File: config.mk
export PLATFORM = sky130hd
export DESIGN_NAME = button_conditioner
export DESIGN_NICKNAME = d
export VERILOG_FILES = /design/src/rtl/button_pkg.sv /design/src/rtl/button_chan.sv /design/src/rtl/button_conditioner.sv
export SDC_FILE = /design/constraint.sdc
export NUM_CORES = 1
export LEC_CHECK = 0
export CORE_ASPECT_RATIO = 1.4
export CORE_UTILIZATION = 60
export DETAILED_ROUTE_END_ITERATION = 8
export PLACE_DENSITY = 0.82
export RECOVER_POWER = 50
export SYNTH_ARGS = -nofsm -noshare
export SYNTH_HDL_FRONTEND = slang
export SYNTH_SLANG_ARGS = --single-unit
File: constraint.sdc
create_clock -name clk -period 2.55 [get_ports clk]
set_clock_uncertainty 0.1 [all_clocks]
set_input_delay 0.255 -clock clk [delete_from_list [all_inputs] [get_ports clk]]
set_output_delay 0.255 -clock clk [all_outputs]
set_load 0.1 [all_outputs]
File: src/rtl/button_pkg.sv
// Shared state encoding and default timing for the button conditioner.
// Defaults assume a 50 MHz clock: 1 ms debounce, 0.5 s repeat delay, 0.1 s repeat period.
package button_pkg;

  typedef enum logic [1:0] {
    BTN_IDLE,
    BTN_PRESS_WAIT,
    BTN_PRESSED,
    BTN_RELEASE_WAIT
  } btn_state_t;

  localparam int DEF_N_CH          = 3;
  localparam int DEF_STABLE_CYCLES = 50000;
  localparam int DEF_ACTIVE_LOW    = 1;
  localparam int DEF_REPEAT_DELAY  = 25000000;
  localparam int DEF_REPEAT_PERIOD = 5000000;

  // One spare bit so a counter sized for n can never wrap.
  function automatic int cnt_width(input int n);
    return $clog2(n) + 1;
  endfunction

endpackage

File: src/rtl/button_chan.sv
// One debounced button channel: 2-flop synchronizer plus 4-state FSM; level and pulses registered,
// STABLE_CYCLES+2 cycles from raw edge to output. BUTTON_AUTOREPEAT_EN adds held-key repeat pulses.
module button_chan
  import button_pkg::*;
#(
  parameter int STABLE_CYCLES = DEF_STABLE_CYCLES,
  parameter int ACTIVE_LOW    = DEF_ACTIVE_LOW
`ifdef BUTTON_AUTOREPEAT_EN
  ,
  parameter int REPEAT_DELAY  = DEF_REPEAT_DELAY,
  parameter int REPEAT_PERIOD = DEF_REPEAT_PERIOD
`endif
) (
  input  logic clk,
  input  logic reset,
  input  logic btn_raw,
  output logic btn_level,
  output logic btn_press,
  output logic btn_release
);

  localparam int            CW       = cnt_width(STABLE_CYCLES);
  localparam logic [CW-1:0] CNT_LAST = CW'(STABLE_CYCLES - 1);
  localparam logic          RAW_IDLE = (ACTIVE_LOW != 0);

  logic [1:0]    sync;
  logic          s;
  btn_state_t    state;
  logic [CW-1:0] cnt;

  // Reset parks the synchronizer at the released level so a held key is seen as a fresh press.
  always_ff @(posedge clk) begin
    if (reset) begin
      sync <= {2{RAW_IDLE}};
    end else begin
      sync <= {sync[0], btn_raw};
    end
  end

  assign s = (ACTIVE_LOW != 0) ? ~sync[1] : sync[1];

`ifdef BUTTON_AUTOREPEAT_EN
  localparam int            RW      = cnt_width((REPEAT_DELAY > REPEAT_PERIOD) ? REPEAT_DELAY
                                                                               : REPEAT_PERIOD);
  localparam logic [RW-1:0] RPT_DLY = RW'(REPEAT_DELAY - 1);
  localparam logic [RW-1:0] RPT_PER = RW'(REPEAT_PERIOD - 1);

  logic [RW-1:0] rpt_cnt;
  logic          rpt_first;
  logic [RW-1:0] rpt_last;

  assign rpt_last = rpt_first ? RPT_DLY : RPT_PER;
`endif

  always_ff @(posedge clk) begin
    if (reset) begin
      state       <= BTN_IDLE;
      cnt         <= '0;
      btn_level   <= 1'b0;
      btn_press   <= 1'b0;
      btn_release <= 1'b0;
`ifdef BUTTON_AUTOREPEAT_EN
      rpt_cnt     <= '0;
      rpt_first   <= 1'b1;
`endif
    end else begin
      btn_press   <= 1'b0;
      btn_release <= 1'b0;
      case (state)
        BTN_IDLE: begin
          if (s) begin
            state <= BTN_PRESS_WAIT;
            cnt   <= CW'(1);
          end else begin
            cnt   <= '0;
          end
        end
        BTN_PRESS_WAIT: begin
          if (!s) begin
            state <= BTN_IDLE;
            cnt   <= '0;
          end else if (cnt == CNT_LAST) begin
            state     <= BTN_PRESSED;
            cnt       <= '0;
            btn_level <= 1'b1;
            btn_press <= 1'b1;
          end else begin
            cnt <= cnt + CW'(1);
          end
        end
        BTN_PRESSED: begin
          if (!s) begin
            state <= BTN_RELEASE_WAIT;
            cnt   <= CW'(1);
          end
`ifdef BUTTON_AUTOREPEAT_EN
          else if (rpt_cnt == rpt_last) begin
            btn_press <= 1'b1;
            rpt_cnt   <= '0;
            rpt_first <= 1'b0;
          end else begin
            rpt_cnt <= rpt_cnt + RW'(1);
          end
`endif
        end
        BTN_RELEASE_WAIT: begin
          // A bounce back to pressed resumes the hold; the repeat timer stays frozen meanwhile.
          if (s) begin
            state <= BTN_PRESSED;
            cnt   <= '0;
          end else if (cnt == CNT_LAST) begin
            state       <= BTN_IDLE;
            cnt         <= '0;
            btn_level   <= 1'b0;
            btn_release <= 1'b1;
`ifdef BUTTON_AUTOREPEAT_EN
            rpt_cnt     <= '0;
            rpt_first   <= 1'b1;
`endif
          end else begin
            cnt <= cnt + CW'(1);
          end
        end
        default: begin
          state <= BTN_IDLE;
          cnt   <= '0;
        end
      endcase
    end
  end

endmodule

File: src/rtl/button_conditioner.sv
// N_CH independent debounced buttons with level, press and release outputs, all registered;
// STABLE_CYCLES+2 cycles raw-to-output latency, no backpressure. BUTTON_AUTOREPEAT_EN enables auto-repeat.
module button_conditioner
  import button_pkg::*;
#(
  parameter int N_CH          = DEF_N_CH,
  parameter int STABLE_CYCLES = DEF_STABLE_CYCLES,
  parameter int ACTIVE_LOW    = DEF_ACTIVE_LOW,
  parameter int REPEAT_DELAY  = DEF_REPEAT_DELAY,
  parameter int REPEAT_PERIOD = DEF_REPEAT_PERIOD
) (
  input  logic            clk,
  input  logic            reset,
  input  logic [N_CH-1:0] btn_raw,
  output logic [N_CH-1:0] btn_level,
  output logic [N_CH-1:0] btn_press,
  output logic [N_CH-1:0] btn_release
);

  if (STABLE_CYCLES < 2 || REPEAT_DELAY < 1 || REPEAT_PERIOD < 1) begin : g_bad_params
    $error("button_conditioner: STABLE_CYCLES must be >= 2 and repeat timings >= 1");
  end

  for (genvar i = 0; i < N_CH; i++) begin : g_chan
    button_chan #(
      .STABLE_CYCLES (STABLE_CYCLES),
      .ACTIVE_LOW    (ACTIVE_LOW)
`ifdef BUTTON_AUTOREPEAT_EN
      ,
      .REPEAT_DELAY  (REPEAT_DELAY),
      .REPEAT_PERIOD (REPEAT_PERIOD)
`endif
    ) u_chan (
      .clk         (clk),
      .reset       (reset),
      .btn_raw     (btn_raw[i]),
      .btn_level   (btn_level[i]),
      .btn_press   (btn_press[i]),
      .btn_release (btn_release[i])
    );
  end

endmodule
---- Yosys cells after proc, flatten, opt, wreduce, memory -nomap -nowiden ----
Index checks and enable logic that the tools add are counted.
word-level totals
  bits in read-only memories .............. 0
  memories kept ........................... 0
  bits in registers ....................... 72
  output and inout bits ................... 9
  logic and storage cells ................. 141
  bits in latches ......................... 0
  bits of input ports ..................... 5
  RAM bits ................................ 0
cells by class
  order comparisons ....................... 0
  add/subtract/negate cells ............... 3
  bitwise operators ....................... 9
  equal/unequal tests ..................... 36
  reduce and logical (&&, ||, !) cells .... 18
  divide/modulo/power cells ............... 0
  mux-type cells .......................... 57
  shift operators ......................... 0
  multipliers ............................. 0
operators by type and width
  kind                   count
  $mux 17                12
  $pmux 17 s4            3
  $add 17x1->17 const B  3
  $eq 17x16->1 const B   3
  $mux 2                 18
  $ne 2x1->1 const B     12
  $pmux 2 s4             3
  $mux 1                 18
  $reduce_or 3->1        6
  $reduce_and 5->1       3
  $eq 2x2->1 const B     6
  $ne 2x2->1 const B     6
  $reduce_and 4->1       3
  $ne 3x1->1 const B     3
  $ne 3x3->1 const B     3
  $not 1->1              9
  $eq 2x1->1 const B     3
  $logic_not 2->1        3
  $pmux 1 s2             3
  $reduce_bool 2->1      3

---- Logic depth before layout (Yosys ltp) ----
Gate-level depths: netlist of the first run.
  depth after elaboration ................. 4
  mapped depth ............................ 7

---- Cells and area by module ----
A second synthesis of the first run with hierarchy kept.
unflattened totals
  cell total of the unflattened synthesis .. 450
  area total of the unflattened synthesis .. 3664.8 µm²
by module, submodules not included
  module                               cells each  area an instance (µm²)  instances  sequential area each (µm²)
  button_chan at g_chan[0].u_chan ...  150         1223.7                  2          480.5
  button_chan at g_chan[2].u_chan      150         1217.4                  1          480.5

---- Worst setup path after synthesis of the first run ----
OpenSTA, ideal clock, no wires.
  path kind ............................... register -> register
  start point ............................. register g_chan[2].u_chan.cnt[0]
  end point ............................... register g_chan[2].u_chan.cnt[14]
  slack ................................... 0.584 ns
  arrival time ............................ 1.743 ns
  buffers on the path ..................... 0
  clock period less this slack ............ 1.966 ns
  stages on the path, launching flop included .. 7
  path through ............................ dfxtp_1 ha_1 nand3_1 or4b_2 nor2_1 xnor2_1 nor2_1
on the way
  cells in the longest elaborated chain, start to end .. 4
  elaborated cells between the ends (all ways) .. 6
RTL lines
  what                                           RTL line                               source
  from (decl)                                    button_chan.sv:29                      logic [CW-1:0] cnt;
  from (signal assigned)                         button_chan.sv:88                      cnt <= cnt + CW'(1);
  from (signal assigned)                         button_chan.sv:121                     cnt <= cnt + CW'(1);
  $add 17x1->17 or $eq 17x16->1 (tied branches)  n/a
  $mux 17 *                                      button_chan.sv:82, button_chan.sv:111
  $mux 17 (on tied branches)                     button_chan.sv:108, button_chan.sv:79
  $pmux 17 s4 *                                  button_chan.sv:69                      case (state)
Every way passes the cells marked *; elsewhere a longest branch is shown, timed or not.
A chain may end at the register's enable or synchronous reset.

---- Worst setup path in the final report of the first run ----
  start point ............................. register g_chan[2].u_chan.cnt[12]
  end point ............................... register g_chan[2].u_chan.cnt[13]
The elaborated chain is that of the path after synthesis.

==> flow_summary.ini, run 1 <==
[logic_synthesis]
yosysWarnings = 0
synth_ff_type = dfxtp_1
mappedNetlistArea_um2 = 3615
syn_area_per_cell_um2 = 8.525
async_reset_ff_frac = 0
synth-edff-count = 0
yosys.area.top_type = dfxtp_1
synth_seq_area_share = 0.3988
synth_area_leaders = dfxtp_1, nor2_1, xnor2_1
yosysUniqueCellTypes = 54
synth_top_cells_by_count = dfxtp_1, nor2_1, nand2_1, a21oi_1, nand3_1
yosysMostFrequentCell = dfxtp_1
synth_nets = 432
netlist_instances = 424
synth_seq_cells = 72
yosys.area.top_type_share = 0.3988

[global_route]
antenna_found_initial = 0
grt_pass1_wl_mm = 12.24
use_met1 = 0.3007
overflow = 0
grt.total_usage = 0.2520
grt_pass1_vias = 2735
busiest_layer = met2
globalRouteMet3Util = 0.04490
grt_use_met2 = 0.4142
grt_max_degree = 18

[run_status]
status = finished clean

[layout]
drive_gt1_frac = 0.09112
n_antenna_cell = 0
design_area_um2 = 3816
fillers = 491
area_growth_pct = 5.573
fin_nets = 431

[cts]
htreeDepth = 3
cts_buffer_depth = 2
cts_setup_buffers = 0
cts_sinks = 72
cts_resized = 0
tritoncts = built
clk_pin_slew_worst_paths_ps = 80
hold_buffers = 0
worstSkewPairLatency_ps = 350
clockRootBuffer = clkbuf_8
cts_buffers = 9

[power_and_ir_drop]
p_leak_nw = 1.190
power_density_nw_per_um2 = 621.1
vdd.ir_drop.worst_v = 0.0003925

[routing]
drt_wl_total_mm = 7.489
dr.first_iter.drc_count = 170
drt-wirelength-per-cell_um = 15.04
avgViaCountPerCell = 6.297
first_pass_iters = 4
ant_nets = 0
drc_errors = 0
routed-via-count = 3136

[floorplan]
die_h_um = 93.84
ios = 14
start_util = 0.6209
fp.dieW_um = 67.60
coreArea_um2 = 5822
std_cell_rows = 33
dieArea_um2 = 6344

[setup_path]
required_ps = 2680
path_max_fanout = 12
crit_type = reg -> reg
cp-end-kind = flip-flop
cp-start-kind = flip-flop
worstPathArrival_ps = 2430

[placed_design]
numPortBuffers = 13
routabilityCongestion = 0.8913
place_ws_ps = 280.2
place_area_um2 = 3627
hpwl_mm = 5.223

[sta]
max_freq_mhz = 436.1
relSlewSlack = 0.2281
layout_setup_ws_ps = 257.2
final-hold-violation-count = 0
finalSetupViolCount = 0
tightestPinTransition_ps = 1163
final_max_slew_viol_count = 0
min_period_ps = 2293
tns_ps = 0
rsz0062_at_grt = false
period_share = 0.8991

[min_path]
hold_class = reg -> reg

[job]
drv_cap = 0
## worst paths after layout
kind / startpoint / to / slack [ps] / cells past startpoint
worst max-delay path: g_chan[2].u_chan.cnt[12] / g_chan[2].u_chan.cnt[13] / 260 / 5
worst min-delay path: g_chan[1].u_chan.sync[0] / g_chan[1].u_chan.sync[1] / 320 / 1
worst max register to register: g_chan[2].u_chan.cnt[12] / g_chan[2].u_chan.cnt[13] / 260 / 5
worst min register to register: g_chan[1].u_chan.sync[0] / g_chan[1].u_chan.sync[1] / 320 / 1
## cells by family (layout without fill, tap and decap cells)
logic type | after synthesis | count (layout) | share of synthesized area
fa+ha+maj | 3 | 3 | 0.01039
buf+inv | 41 | 45 | 0.07130
xor+xnor | 25 | 25 | 0.06057
mux | 6 | 6 | 0.01662
compound gates | 71 | 71 | 0.1215
flops | 72 | 72 | 0.3988
simple gates | 206 | 206 | 0.3209
## cell usage in the layout, fill, tap and decap left out, types with 14 or more instances in the layout
| cell type | count |
|---|---|
| dfxtp_1 | 72 |
| o21ai_0 | 17 |
| nand2_1 | 38 |
| nor2_1 | 44 |
| nand3_1 | 18 |
| nor4_1 | 14 |
| nand4_1 | 16 |
| a31oi_1 | 15 |
| nor3_1 | 16 |
| xnor2_1 | 17 |
| a21oi_1 | 21 |
## stage by stage
stage | hold slack, ps | util | total power [W] | instances
floorplan | 258.8 | - | 0.001255 | 424
finish | 315.1 | 0.6555 | 0.002370 | 498
global route | 330.0 | 0.6555 | 0.002436 | 498
detailed placement | 297.8 | 0.6230 | 0.001267 | 482
CTS | 320.1 | 0.6667 | 0.002390 | 498
global placement | 292.3 | 0.6230 | 0.001266 | 482
## layout make-up
class	instances	area (µm²)	area share
repair buffers	17	96.34	0.02525
clock buffers	12	155.1	0.04066
inverters	12	45.04	0.01180
well taps	70	87.58	0.02295
flip-flops and latches	72	1441	0.3777
multi-input cells	311	1892	0.4957
clock inverters	4	98.84	0.02590
## routing by layer
metal  vias to the layer above  share of wire
li1                       1517              -
met1                      1499           0.43
met2                       103           0.50
met3                        17          0.045
met4                         0          0.025
met5                         -              0
## worst max-delay path, stage by stage (launching register included)
cell,delay (ps)
dfxtp_1,370
or4bb_1,530
nor4_2,440
nor2_1,300
nor2_2,320
nor3_1,100
## power by group
| part | switching, W | internal (W) | leakage [nW] |
|---|---|---|---|
| Clock | 0.000428 | 0.000707 | 0.127 |
| Combinational | 0.0000643 | 0.0000219 | 0.480 |
| Sequential | 0.0000123 | 0.00114 | 0.582 |
| Total | 0.000505 | 0.00187 | 1.19 |
## state kept, by name, summed over array words and instances, names as in the netlist, named ones only
name / cells
g_chan.u_chan.state: 3
g_chan.u_chan.btn_release: 3
g_chan.u_chan.cnt: 51
g_chan.u_chan.btn_press: 3
g_chan.u_chan.btn_level: 3
g_chan.u_chan.sync: 6
Power figures use the tool's default switching activity.
==> inputs of run 2 (changes only) <==
--- a/config.mk
+++ b/config.mk
@@ -5,7 +5,7 @@
 export SDC_FILE = /design/constraint.sdc
 export NUM_CORES = 1
 export LEC_CHECK = 0
-export CORE_ASPECT_RATIO = 1.4
+export CORE_ASPECT_RATIO = 1.2
 export CORE_UTILIZATION = 60
 export DETAILED_ROUTE_END_ITERATION = 8
 export PLACE_DENSITY = 0.82
==> flow_summary.ini, run 2 (synthesized netlist as in run 1, its figures left out) <==
[layout]
final_common_cell = dfxtp_1
layout_common_cells = dfxtp_1, nor2_1, nand2_1
n_antenna_cell = 0
finalCoreUtilization = 0.6532
fin_nets = 431
area_growth_pct = 3.773
largest_reg_flops = 51
drive_gt1_frac = 0.09112
reg.largest.list = g_chan.u_chan.cnt: 51 flops, g_chan.u_chan.sync: 6 flops
regMostFlops = g_chan.u_chan.cnt

[global_route]
overflow = 0
grt_pass1_wl_mm = 12.53
antenna_found_initial = 0
grt.total_usage = 0.2548
grt_pass1_vias = 2764
grt_max_degree = 17

[setup_path]
cp-start-kind = flip-flop
worstPathArrival_ps = 2480
crit_type = reg -> reg
ff2ff_setup_slack_ps = 200
r2r-end = g_chan[0].u_chan.cnt[10]
reg2regPathDepth = 5
crit_start = g_chan[0].u_chan.cnt[10]
path_max_fanout = 16
required_ps = 2680
r2r_start = g_chan[0].u_chan.cnt[10]
cp-end-kind = flip-flop

[floorplan]
std_cell_rows = 30
coreArea_um2 = 5743
die_h_um = 87.03
fp.dieW_um = 72.86
dieArea_um2 = 6340
ios = 14
start_util = 0.6294

[min_path]
min_path_cells = 1
min_to = g_chan[0].u_chan.sync[1]
worstHoldStart = g_chan[0].u_chan.sync[0]
hold_class = reg -> reg

[routing]
first_pass_iters = 4
ant_nets = 0
drt-wirelength-per-cell_um = 14.50
drt_wl_total_mm = 7.364
avgViaCountPerCell = 5.967
routed-via-count = 3031
drc_errors = 0
dr.first_iter.drc_count = 246

[placed_design]
routabilityCongestion = 0.9067
numPortBuffers = 13
hpwl_mm = 5.124

[cts]
cts_sinks = 72
hold_buffers = 0
cts_setup_buffers = 0
worstSkewPairLatency_ps = 360
cts_resized = 0
cts_buffers = 9
tritoncts = built
clk_pin_slew_worst_paths_ps = 70
cts_buffer_depth = 2
htreeDepth = 3
clockRootBuffer = clkbuf_8

[power_and_ir_drop]
power_density_nw_per_um2 = 550.9
finalPower_w = 0.002066
vdd.ir_drop.worst_v = 0.0003247
p_leak_nw = 1.158

[sta]
final-hold-violation-count = 0
min_period_ps = 2350
tightestPinTransition_ps = 1175
relSlewSlack = 0.2198
rsz0062_at_grt = false
max_freq_mhz = 425.5
final_max_slew_viol_count = 0
finalSetupViolCount = 0
tns_ps = 0
period_share = 0.9217

[job]
drv_cap = 0

[run_status]
status = finished clean
-- run 2: layer usage --
layer	track usage	share of wire	up-vias
met5	0	0	-
met4	0.1248	0.021	0
met3	0.05440	0.034	13
met2	0.4240	0.49	63
met1	0.3104	0.46	1437
li1	-	-	1518
-- run 2: worst max-delay path: stages (launching register included) --
cell and delay [ps]:
dfxtp_1 360, or4b_1 590, nor4_2 600, nor3_2 280, a31oi_1 240, a31oi_1 60
-- run 2: area by class of cell --
| class | instances | area [µm²] |
|---|---|---|
| tap | 80 | 100.1 |
| multi-input combinational | 311 | 1886 |
| sequential | 72 | 1441 |
| clock inverter | 5 | 31.28 |
| fill | 491 | 1992 |
| timing repair buffer | 17 | 96.34 |
| inverter | 12 | 45.04 |
| clock buffer | 11 | 151.4 |
-- run 2: stage by stage --
step,instances,instance area [µm²],hold slack (ps),worst slack (ps)
after global placement,492,3640,293.1,384.4
final,508,3751,323.9,199.6
after global routing,508,3751,344.6,73.14
after CTS,508,3822,330.9,275.5
after detailed placement,492,3640,307.3,300.1
after floorplan,424,3615,258.8,584.5
-- run 2: report_power, final --
part,switching (W),internal [W],total [W]
clock,0.000429,0.000402,0.000831
combinational,0.0000650,0.0000215,0.0000865
sequential,0.0000125,0.00114,0.00115
-- run 2: how the worst max path moves through the flow --
stage / slack [ps] / depth (start not counted) / endpoint
2_1_floorplan: 580 / 6 / g_chan[2].u_chan.cnt[14]
3_3_place_gp: 380 / 6 / g_chan[2].u_chan.cnt[13]
3_5_place_dp: 300 / 6 / g_chan[0].u_chan.cnt[10]
4_1_cts: 280 / 6 / g_chan[0].u_chan.cnt[10]
5_1_grt: 70 / 5 / g_chan[0].u_chan.cnt[10]
6_report: 200 / 5 / g_chan[0].u_chan.cnt[10]
